**config.mk**
```make
export PLATFORM = sky130hd
export DESIGN_NAME = ray_hit_aggregator_flat
export DESIGN_NICKNAME = d
export VERILOG_FILES = /design/src/rtl/rabb_pkg.sv /design/src/rtl/ray_hit_aggregator_if.sv /design/src/rtl/rabb_result_fifo.sv /design/src/rtl/ray_hit_aggregator.sv /design/src/flat_wrapper.sv
export SDC_FILE = /design/constraint.sdc
export NUM_CORES = 1
export LEC_CHECK = 0
export BUFFER_PORTS_ARGS = -buffer_cell sky130_fd_sc_hd__buf_2
export CAP_MARGIN = 20
export CORE_UTILIZATION = 40
export DETAILED_ROUTE_END_ITERATION = 16
export PLACE_DENSITY = 0.65
export REMOVE_ABC_BUFFERS = 1
export SKIP_CTS_REPAIR_TIMING = 1
export SYNTH_ARGS = -nofsm -noshare
export SYNTH_HDL_FRONTEND = slang
export SYNTH_HIERARCHICAL = 1
export SYNTH_SLANG_ARGS = --single-unit
```
**constraint.sdc**
```tcl
create_clock -name clk -period 6.4 [get_ports clk]
set_input_delay 0.64 -clock clk [delete_from_list [all_inputs] [get_ports clk]]
set_output_delay 0.64 -clock clk [all_outputs]
set_load 0.1 [all_outputs]
```
**src/rtl/rabb_pkg.sv**
```systemverilog
`default_nettype none
// ============================================================================
//  Module      : rabb_pkg
//  Description : Shared definitions for the ray/AABB hit aggregation slice.
//                FP format of the slab-test comparator, comparator latency,
//                default aggregator sizing and the ray record layout.
//  Contents    : FP_WE/FP_WF/FP_W, exception field bounds, FPSUB_LAT,
//                RHA_* defaults, ray_rec_t
//  Revision    : 1.0 - initial release
// ============================================================================
package rabb_pkg;

   // Comparator operand format: 2-bit exception code, sign, exponent, fraction.
   localparam int FP_WE     = 11;
   localparam int FP_WF     = 21;
   localparam int FP_W      = FP_WE + FP_WF + 3;   // 35
   localparam int FP_EXC_HI = 34;
   localparam int FP_EXC_LO = 33;

   // FPSub_11_21 pipeline depth; the comparator adds one output register.
   localparam int FPSUB_LAT = 2;

   // Aggregator defaults.
   localparam int RHA_LAT    = FPSUB_LAT + 1;
   localparam int RHA_IDXW   = 4;
   localparam int RHA_FDEPTH = 4;

   // One completed ray, packed in the same bit order the FIFO stores it.
   typedef struct packed {
      logic                hit;
      logic [RHA_IDXW-1:0] first_idx;
      logic [RHA_IDXW:0]   hit_count;
   } ray_rec_t;

endpackage
`default_nettype wire

```
**src/rtl/ray_hit_aggregator_if.sv**
```systemverilog
`default_nettype none
// ============================================================================
//  Module      : ray_hit_aggregator_if
//  Description : Box-tag / comparator-result inputs and the ray-record
//                valid/ready output of the hit aggregator.
//  Modports    : master - upstream issue logic and traversal control
//                slave  - ray_hit_aggregator
//  Revision    : 1.0 - initial release
// ============================================================================
interface ray_hit_aggregator_if #(
   parameter int IDXW = 4
);
   logic            box_valid;
   logic [IDXW-1:0] box_idx;
   logic            box_last;
   logic            le_result;
   logic            res_valid;
   logic            res_ready;
   logic            res_hit;
   logic [IDXW-1:0] res_first_idx;
   logic [IDXW:0]   res_hit_count;
   logic            overflow;

   modport master (
      output box_valid, box_idx, box_last, le_result, res_ready,
      input  res_valid, res_hit, res_first_idx, res_hit_count, overflow
   );

   modport slave (
      input  box_valid, box_idx, box_last, le_result, res_ready,
      output res_valid, res_hit, res_first_idx, res_hit_count, overflow
   );
endinterface
`default_nettype wire

```
**src/rtl/rabb_result_fifo.sv**
```systemverilog
`default_nettype none
// ============================================================================
//  Module      : rabb_result_fifo
//  Description : Synchronous FIFO for completed ray records. Head entry is
//                read from registered storage; reads as zero when empty.
//                A push while full is only accepted if a pop happens in the
//                same cycle.
//  Ports       : clk, rst (async, active-high), push, pop, din,
//                dout (head), full, empty
//  Revision    : 1.0 - initial release
// ============================================================================
module rabb_result_fifo #(
   parameter int WIDTH = 10,
   parameter int DEPTH = 4
) (
   input  wire logic             clk,
   input  wire logic             rst,
   input  wire logic             push,
   input  wire logic             pop,
   input  wire logic [WIDTH-1:0] din,
   output logic      [WIDTH-1:0] dout,
   output logic                  full,
   output logic                  empty
);
   localparam int c_aw = $clog2(DEPTH);

   logic [WIDTH-1:0] r_mem [DEPTH];
   logic [c_aw-1:0]  r_wr_ptr;
   logic [c_aw-1:0]  r_rd_ptr;
   logic [c_aw:0]    r_count;
   logic             w_do_push;
   logic             w_do_pop;

   assign empty     = (r_count == '0);
   assign full      = (r_count == (c_aw+1)'(DEPTH));
   assign w_do_pop  = pop & ~empty;
   // Full FIFO still takes a push when the head leaves in the same cycle.
   assign w_do_push = push & (~full | w_do_pop);
   assign dout      = empty ? '0 : r_mem[r_rd_ptr];

   always_ff @(posedge clk or posedge rst) begin
      if (rst) begin
         for (int i = 0; i < DEPTH; i++) begin
            r_mem[i] <= '0;
         end
      end else if (w_do_push) begin
         r_mem[r_wr_ptr] <= din;
      end
   end

   // Pointers wrap naturally because DEPTH is a power of two.
   always_ff @(posedge clk or posedge rst) begin
      if (rst) begin
         r_wr_ptr <= '0;
         r_rd_ptr <= '0;
         r_count  <= '0;
      end else begin
         if (w_do_push) r_wr_ptr <= r_wr_ptr + 1'b1;
         if (w_do_pop)  r_rd_ptr <= r_rd_ptr + 1'b1;
         case ({w_do_push, w_do_pop})
            2'b10:   r_count <= r_count + 1'b1;
            2'b01:   r_count <= r_count - 1'b1;
            default: r_count <= r_count;
         endcase
      end
   end
endmodule
`default_nettype wire

```
**src/rtl/ray_hit_aggregator.sv**
```systemverilog
`default_nettype none
// ============================================================================
//  Module      : ray_hit_aggregator
//  Description : Consumes the registered slab-test comparator result, realigns
//                it with the box tags issued LAT cycles earlier, folds all
//                boxes of one ray into {hit, first_idx, hit_count} and queues
//                the record for the traversal control.
//  Ports       : clk, rst (async, active-high)
//                bus.box_valid/box_idx/box_last - tags of box issued this cycle
//                bus.le_result                  - comparator hit bit
//                bus.res_valid/res_ready        - record handshake
//                bus.res_hit/res_first_idx/res_hit_count - head record
//                bus.overflow                   - sticky record-dropped flag
//  Revision    : 1.0 - initial release
// ============================================================================
module ray_hit_aggregator
   import rabb_pkg::*;
#(
   parameter int LAT    = RHA_LAT,
   parameter int IDXW   = RHA_IDXW,
   parameter int FDEPTH = RHA_FDEPTH
) (
   input wire logic            clk,
   input wire logic            rst,
   ray_hit_aggregator_if.slave bus
);
   localparam int         c_rec_w    = 2 * IDXW + 2;
   localparam logic [0:0] c_st_idle  = 1'b0;
   localparam logic [0:0] c_st_accum = 1'b1;

   // ---------------------------------------------------------------- tag delay
   logic [LAT-1:0]  r_dl_valid;
   logic [LAT-1:0]  r_dl_last;
   logic [IDXW-1:0] r_dl_idx [LAT];

   always_ff @(posedge clk or posedge rst) begin
      if (rst) begin
         r_dl_valid <= '0;
         r_dl_last  <= '0;
         for (int i = 0; i < LAT; i++) begin
            r_dl_idx[i] <= '0;
         end
      end else begin
         r_dl_valid[0] <= bus.box_valid;
         r_dl_last[0]  <= bus.box_last;
         r_dl_idx[0]   <= bus.box_idx;
         for (int i = 1; i < LAT; i++) begin
            r_dl_valid[i] <= r_dl_valid[i-1];
            r_dl_last[i]  <= r_dl_last[i-1];
            r_dl_idx[i]   <= r_dl_idx[i-1];
         end
      end
   end

   // Last stage lines up with le_result for the same box.
   logic            w_a_valid;
   logic            w_a_last;
   logic [IDXW-1:0] w_a_idx;
   assign w_a_valid = r_dl_valid[LAT-1];
   assign w_a_last  = r_dl_last[LAT-1];
   assign w_a_idx   = r_dl_idx[LAT-1];

   // ---------------------------------------------------------------- FSM
   logic [0:0]      r_state;
   logic [0:0]      w_state_nxt;
   logic            r_acc_hit;
   logic [IDXW-1:0] r_acc_first;
   logic [IDXW:0]   r_acc_cnt;

   logic            w_base_hit;
   logic [IDXW-1:0] w_base_first;
   logic [IDXW:0]   w_base_cnt;
   logic            w_mrg_hit;
   logic [IDXW-1:0] w_mrg_first;
   logic [IDXW:0]   w_mrg_cnt;
   logic            w_acc_load;
   logic            w_push;

   always_ff @(posedge clk or posedge rst) begin
      if (rst) begin
         r_state <= c_st_idle;
      end else begin
         r_state <= w_state_nxt;
      end
   end

   // Bubbles (no a_valid) hold the current state.
   always_comb begin
      w_state_nxt = r_state;
      if (w_a_valid) begin
         w_state_nxt = w_a_last ? c_st_idle : c_st_accum;
      end
   end

   always_comb begin
      // A box arriving in IDLE starts from an empty accumulator, so stale
      // contents from the previous ray never leak into the new one.
      w_base_hit   = 1'b0;
      w_base_first = '0;
      w_base_cnt   = '0;
      if (r_state == c_st_accum) begin
         w_base_hit   = r_acc_hit;
         w_base_first = r_acc_first;
         w_base_cnt   = r_acc_cnt;
      end
      w_mrg_hit   = w_base_hit | bus.le_result;
      w_mrg_first = w_base_hit ? w_base_first :
                    (bus.le_result ? w_a_idx : '0);
      // Saturate at 2^IDXW (MSB set) instead of wrapping.
      w_mrg_cnt   = w_base_cnt[IDXW] ? w_base_cnt :
                    w_base_cnt + {{IDXW{1'b0}}, bus.le_result};
      w_acc_load  = w_a_valid & ~w_a_last;
      w_push      = w_a_valid &  w_a_last;
   end

   always_ff @(posedge clk or posedge rst) begin
      if (rst) begin
         r_acc_hit   <= 1'b0;
         r_acc_first <= '0;
         r_acc_cnt   <= '0;
      end else if (w_acc_load) begin
         r_acc_hit   <= w_mrg_hit;
         r_acc_first <= w_mrg_first;
         r_acc_cnt   <= w_mrg_cnt;
      end
   end

   // ---------------------------------------------------------------- FIFO
   logic [c_rec_w-1:0] w_fifo_dout;
   logic               w_full;
   logic               w_empty;
   logic               r_overflow;

   rabb_result_fifo #(
      .WIDTH (c_rec_w),
      .DEPTH (FDEPTH)
   ) u_fifo (
      .clk   (clk),
      .rst   (rst),
      .push  (w_push),
      .pop   (bus.res_ready),
      .din   ({w_mrg_hit, w_mrg_first, w_mrg_cnt}),
      .dout  (w_fifo_dout),
      .full  (w_full),
      .empty (w_empty)
   );

   // Full implies non-empty, so res_ready alone means a pop is happening.
   always_ff @(posedge clk or posedge rst) begin
      if (rst) begin
         r_overflow <= 1'b0;
      end else if (w_push & w_full & ~bus.res_ready) begin
         r_overflow <= 1'b1;
      end
   end

   assign bus.res_valid     = ~w_empty;
   assign bus.res_hit       = w_fifo_dout[c_rec_w-1];
   assign bus.res_first_idx = w_fifo_dout[c_rec_w-2 -: IDXW];
   assign bus.res_hit_count = w_fifo_dout[IDXW:0];
   assign bus.overflow      = r_overflow;
endmodule
`default_nettype wire

```
**src/flat_wrapper.sv**
```systemverilog
// flat-port wrapper written by rule: the top's interface ports become plain ports
module ray_hit_aggregator_flat import rabb_pkg::*;
#(
   parameter int LAT    = RHA_LAT,
   parameter int IDXW   = RHA_IDXW,
   parameter int FDEPTH = RHA_FDEPTH
)
  (clk, rst, bus_box_valid, bus_box_idx, bus_box_last, bus_le_result, bus_res_ready, bus_res_valid, bus_res_hit, bus_res_first_idx, bus_res_hit_count, bus_overflow);
  ray_hit_aggregator_if #(.IDXW(IDXW)) bus_i ();
  input wire logic clk;
  input wire logic rst;
  input wire logic [$bits(bus_i.box_valid)-1:0] bus_box_valid;
  input wire logic [$bits(bus_i.box_idx)-1:0] bus_box_idx;
  input wire logic [$bits(bus_i.box_last)-1:0] bus_box_last;
  input wire logic [$bits(bus_i.le_result)-1:0] bus_le_result;
  input wire logic [$bits(bus_i.res_ready)-1:0] bus_res_ready;
  output wire logic [$bits(bus_i.res_valid)-1:0] bus_res_valid;
  output wire logic [$bits(bus_i.res_hit)-1:0] bus_res_hit;
  output wire logic [$bits(bus_i.res_first_idx)-1:0] bus_res_first_idx;
  output wire logic [$bits(bus_i.res_hit_count)-1:0] bus_res_hit_count;
  output wire logic [$bits(bus_i.overflow)-1:0] bus_overflow;
  assign bus_i.box_valid = bus_box_valid;
  assign bus_i.box_idx = bus_box_idx;
  assign bus_i.box_last = bus_box_last;
  assign bus_i.le_result = bus_le_result;
  assign bus_i.res_ready = bus_res_ready;
  assign bus_res_valid = bus_i.res_valid;
  assign bus_res_hit = bus_i.res_hit;
  assign bus_res_first_idx = bus_i.res_first_idx;
  assign bus_res_hit_count = bus_i.res_hit_count;
  assign bus_overflow = bus_i.overflow;
  ray_hit_aggregator #(.LAT(LAT), .IDXW(IDXW), .FDEPTH(FDEPTH)) u_core (.clk(clk), .rst(rst), .bus(bus_i));
endmodule
```
==> run summary <==
Status - complete, no violations
Async SR Flop Fraction - 100%
Num CTS Buffers - 9
Max-slew violations - 0
Worst EP required - 5.76 ns
Fin Setup TNS - 0 ns
HPWL Detailed - 3.81 mm
EDFF count, synth - 0
Die W - 93.6 um
Clock root buffer - clkbuf_8
Reg2Reg Setup Slack - 4.20 ns
GRT Resource Usage Total - 15.2%
TritonCTS clock tree - yes
Post-DR wirelength/cell - 14.9 um
# fillers - 733
WL final - 5.59 mm
Setup crit end kind - output port
Slew @ Worst Pin - 0.704 ns
Adder-cell area share of the yosys netlist - 3.21%
DRT iter0 DRCs - 55
Cell count after placement - 362
Slew HR - 53.1%
Max Buffers Root-to-Sink - 2
Max cap viols - 0
RSZ-0062 raised after global routing - false
Sink Count - 77
Met2 usage - 22.2%
Minimum clock period - 2.80 ns
Multi-input gate area - 1360 um^2
Ant diodes - 0
Drc violations - 0
Total Nets Final - 286
Commonest register cell after synthesis - dfrtp_1
Initial antenna violation count - 0
Simple-Gate Fraction of Synth Area - 9.58%
Crit share post-route - 43.7%
First-pass iteration count of the detailed router - 4
Sequential area share after synthesis - 57.4%
Input/output buffers - 21
Setup violators final - 0
Synthesis-to-layout area growth - 12.7%
Chip height - 93.6 um
Min-delay src - u_core/r_dl_idx[5]
Most crowded layer after global routing - met2
Distinct cells, synth - 33
Initial Utilization - 41.1%
Layout Cells excl Fill - 376
Largest family of logic cells by synthesized area - multiplexers
First-pass GRT wire length - 9.63 mm
Largest net degree at the start of global routing - 48
Vias in the first global route - 1851
DR vias/cell - 4.91
Avg Synthesized Cell Area - 14.0 um^2
Met3 Use GR - 3.17%
Crit start category - flip-flop
Synth Area in XOR/XNOR - 1.83%
FF+latch count, synth - 77
GP Congestion - 0.680
Class of the worst hold path - flip-flop to flip-flop
Worst r2r src - u_core/u_fifo/r_count[0]
Gate Count Post-Synth - 239
I/O pins - 22
Core ar. - 8180 um^2
Synth Area in Compound Gates - 3.32%
Fmax - 358 MHz
Setup CP Type - flip-flop to output port
Worst-path clk slew - 0.07 ns
Register Area - 1930 um^2
Gr ovfl total - 0
Worst skew pair latency - 0.34 ns
Max Fanout on Critical Path - 12
Final hold vios - 0
Clock Skews - 0.0127 ns
Placed inst area - 3600 um^2
Warnings, synthesis - 6
Synthesized area - 3360 um^2
Worst setup path start - u_core/u_fifo/r_rd_ptr[0]
Mux cell area share after synthesis - 22.4%
Die area - 8760 um^2
Met1 Resource Use GR - 21.5%
Critical path arrival - 2.16 ns
Rows - 33
CTS HTree Levels - 3
Routed Antenna Nets - 0
Proportion of layout cells with a drive suffix above 1 - 36.9%
Final Instance Area - 3780 um^2
Total number of vias - 1847
## cell usage after synthesis (4+ instances only)
master / count / share of area [%]
nor2b_1: 11 / 2.1
o21ai_0: 13 / 1.9
nor2_1: 5 / 0.56
dfrtp_1: 77 / 57
mux4_2: 10 / 6.7
ha_1: 7 / 2.6
xor2_1: 4 / 1.0
and2_1: 5 / 0.93
inv_1: 11 / 1.2
nand2_1: 16 / 1.8
mux2_2: 46 / 15
nor2_2: 4 / 0.75
## layout make-up
| cell class | count | area share [%] |
|---|---|---|
| multi-input cells | 145 | 35.8 |
| clock inverters | 2 | 0.926 |
| inverters | 11 | 1.09 |
| clock buffers | 12 | 3.84 |
| well taps | 105 | 3.47 |
| flip-flops and latches | 77 | 50.9 |
| repair buffers | 24 | 3.90 |
## per-layer routing
layer / part of all wire, % / up-vias
li1: - / 884
met1: 50 / 928
met2: 45 / 27
met3: 2.7 / 8
met4: 1.7 / 0
met5: 0 / -
## registers in the layout, summed over array words and instances (netlist names), 2 cells and up
signal,cells
u_core/r_acc_cnt,5
u_core/r_acc_first,4
u_core/r_dl_idx,8
u_core/r_dl_last,3
u_core/r_dl_valid,3
u_core/u_fifo/r_count,3
u_core/u_fifo/r_mem,40
u_core/u_fifo/r_rd_ptr,2
u_core/u_fifo/r_wr_ptr,2
u_core/w_a_idx,4
## placed cells by master, fill, tap and decap left out, drive strengths merged, types with 2 or more instances in the layout
cell type | Yosys | routed
and2 | 5 | 5
buf | 4 | 24
clkbuf | 2 | 12
clkinv | 0 | 2
dfrtp | 77 | 77
ha | 7 | 7
inv | 11 | 10
mux2 | 46 | 46
mux4 | 10 | 10
nand2 | 16 | 16
nand2b | 2 | 2
nand3 | 3 | 3
nor2 | 9 | 9
nor2b | 11 | 11
o21ai | 13 | 13
or2 | 2 | 2
xnor2 | 3 | 3
xor2 | 4 | 4
## final timing paths
check,end,cells after the start
setup / recovery,bus_res_first_idx[0],3
hold / removal,u_core/w_a_idx[1],0
setup reg to reg,u_core/u_fifo/r_count[2],8
hold reg to reg,u_core/w_a_idx[1],0
max in group asynchronous,u_core/u_fifo/r_mem[19],3
min in group asynchronous,u_core/r_acc_first[1],2
## stage by stage
step                hold slack, ns  utilization [%]  worst slack [ns]
floorplan                    0.331                -              3.46
global placement             0.331             43.7              3.93
detailed placement           0.335             44.1              3.88
CTS                          0.347             46.3              3.55
global route                 0.356             46.3              3.47
finish                       0.348             46.3              3.60
## cell families after synthesis
family,Yosys count
buffers and inverters,17
adders and majority gates,8
and+or+nand+nor,54
DFF,77
xor gates and xnor gates,7
muxes,57
AOI/OAI and AO/OA,19
## critical path, cell delays in order, from the launching register on
cell     delay, ns
dfrtp_1       0.80
mux4_2        0.59
nor2b_1       0.14
buf_2         0.29
Power is not shown: default switching activity piles up to over one toggle a cycle in this logic, so the estimate is an artifact.
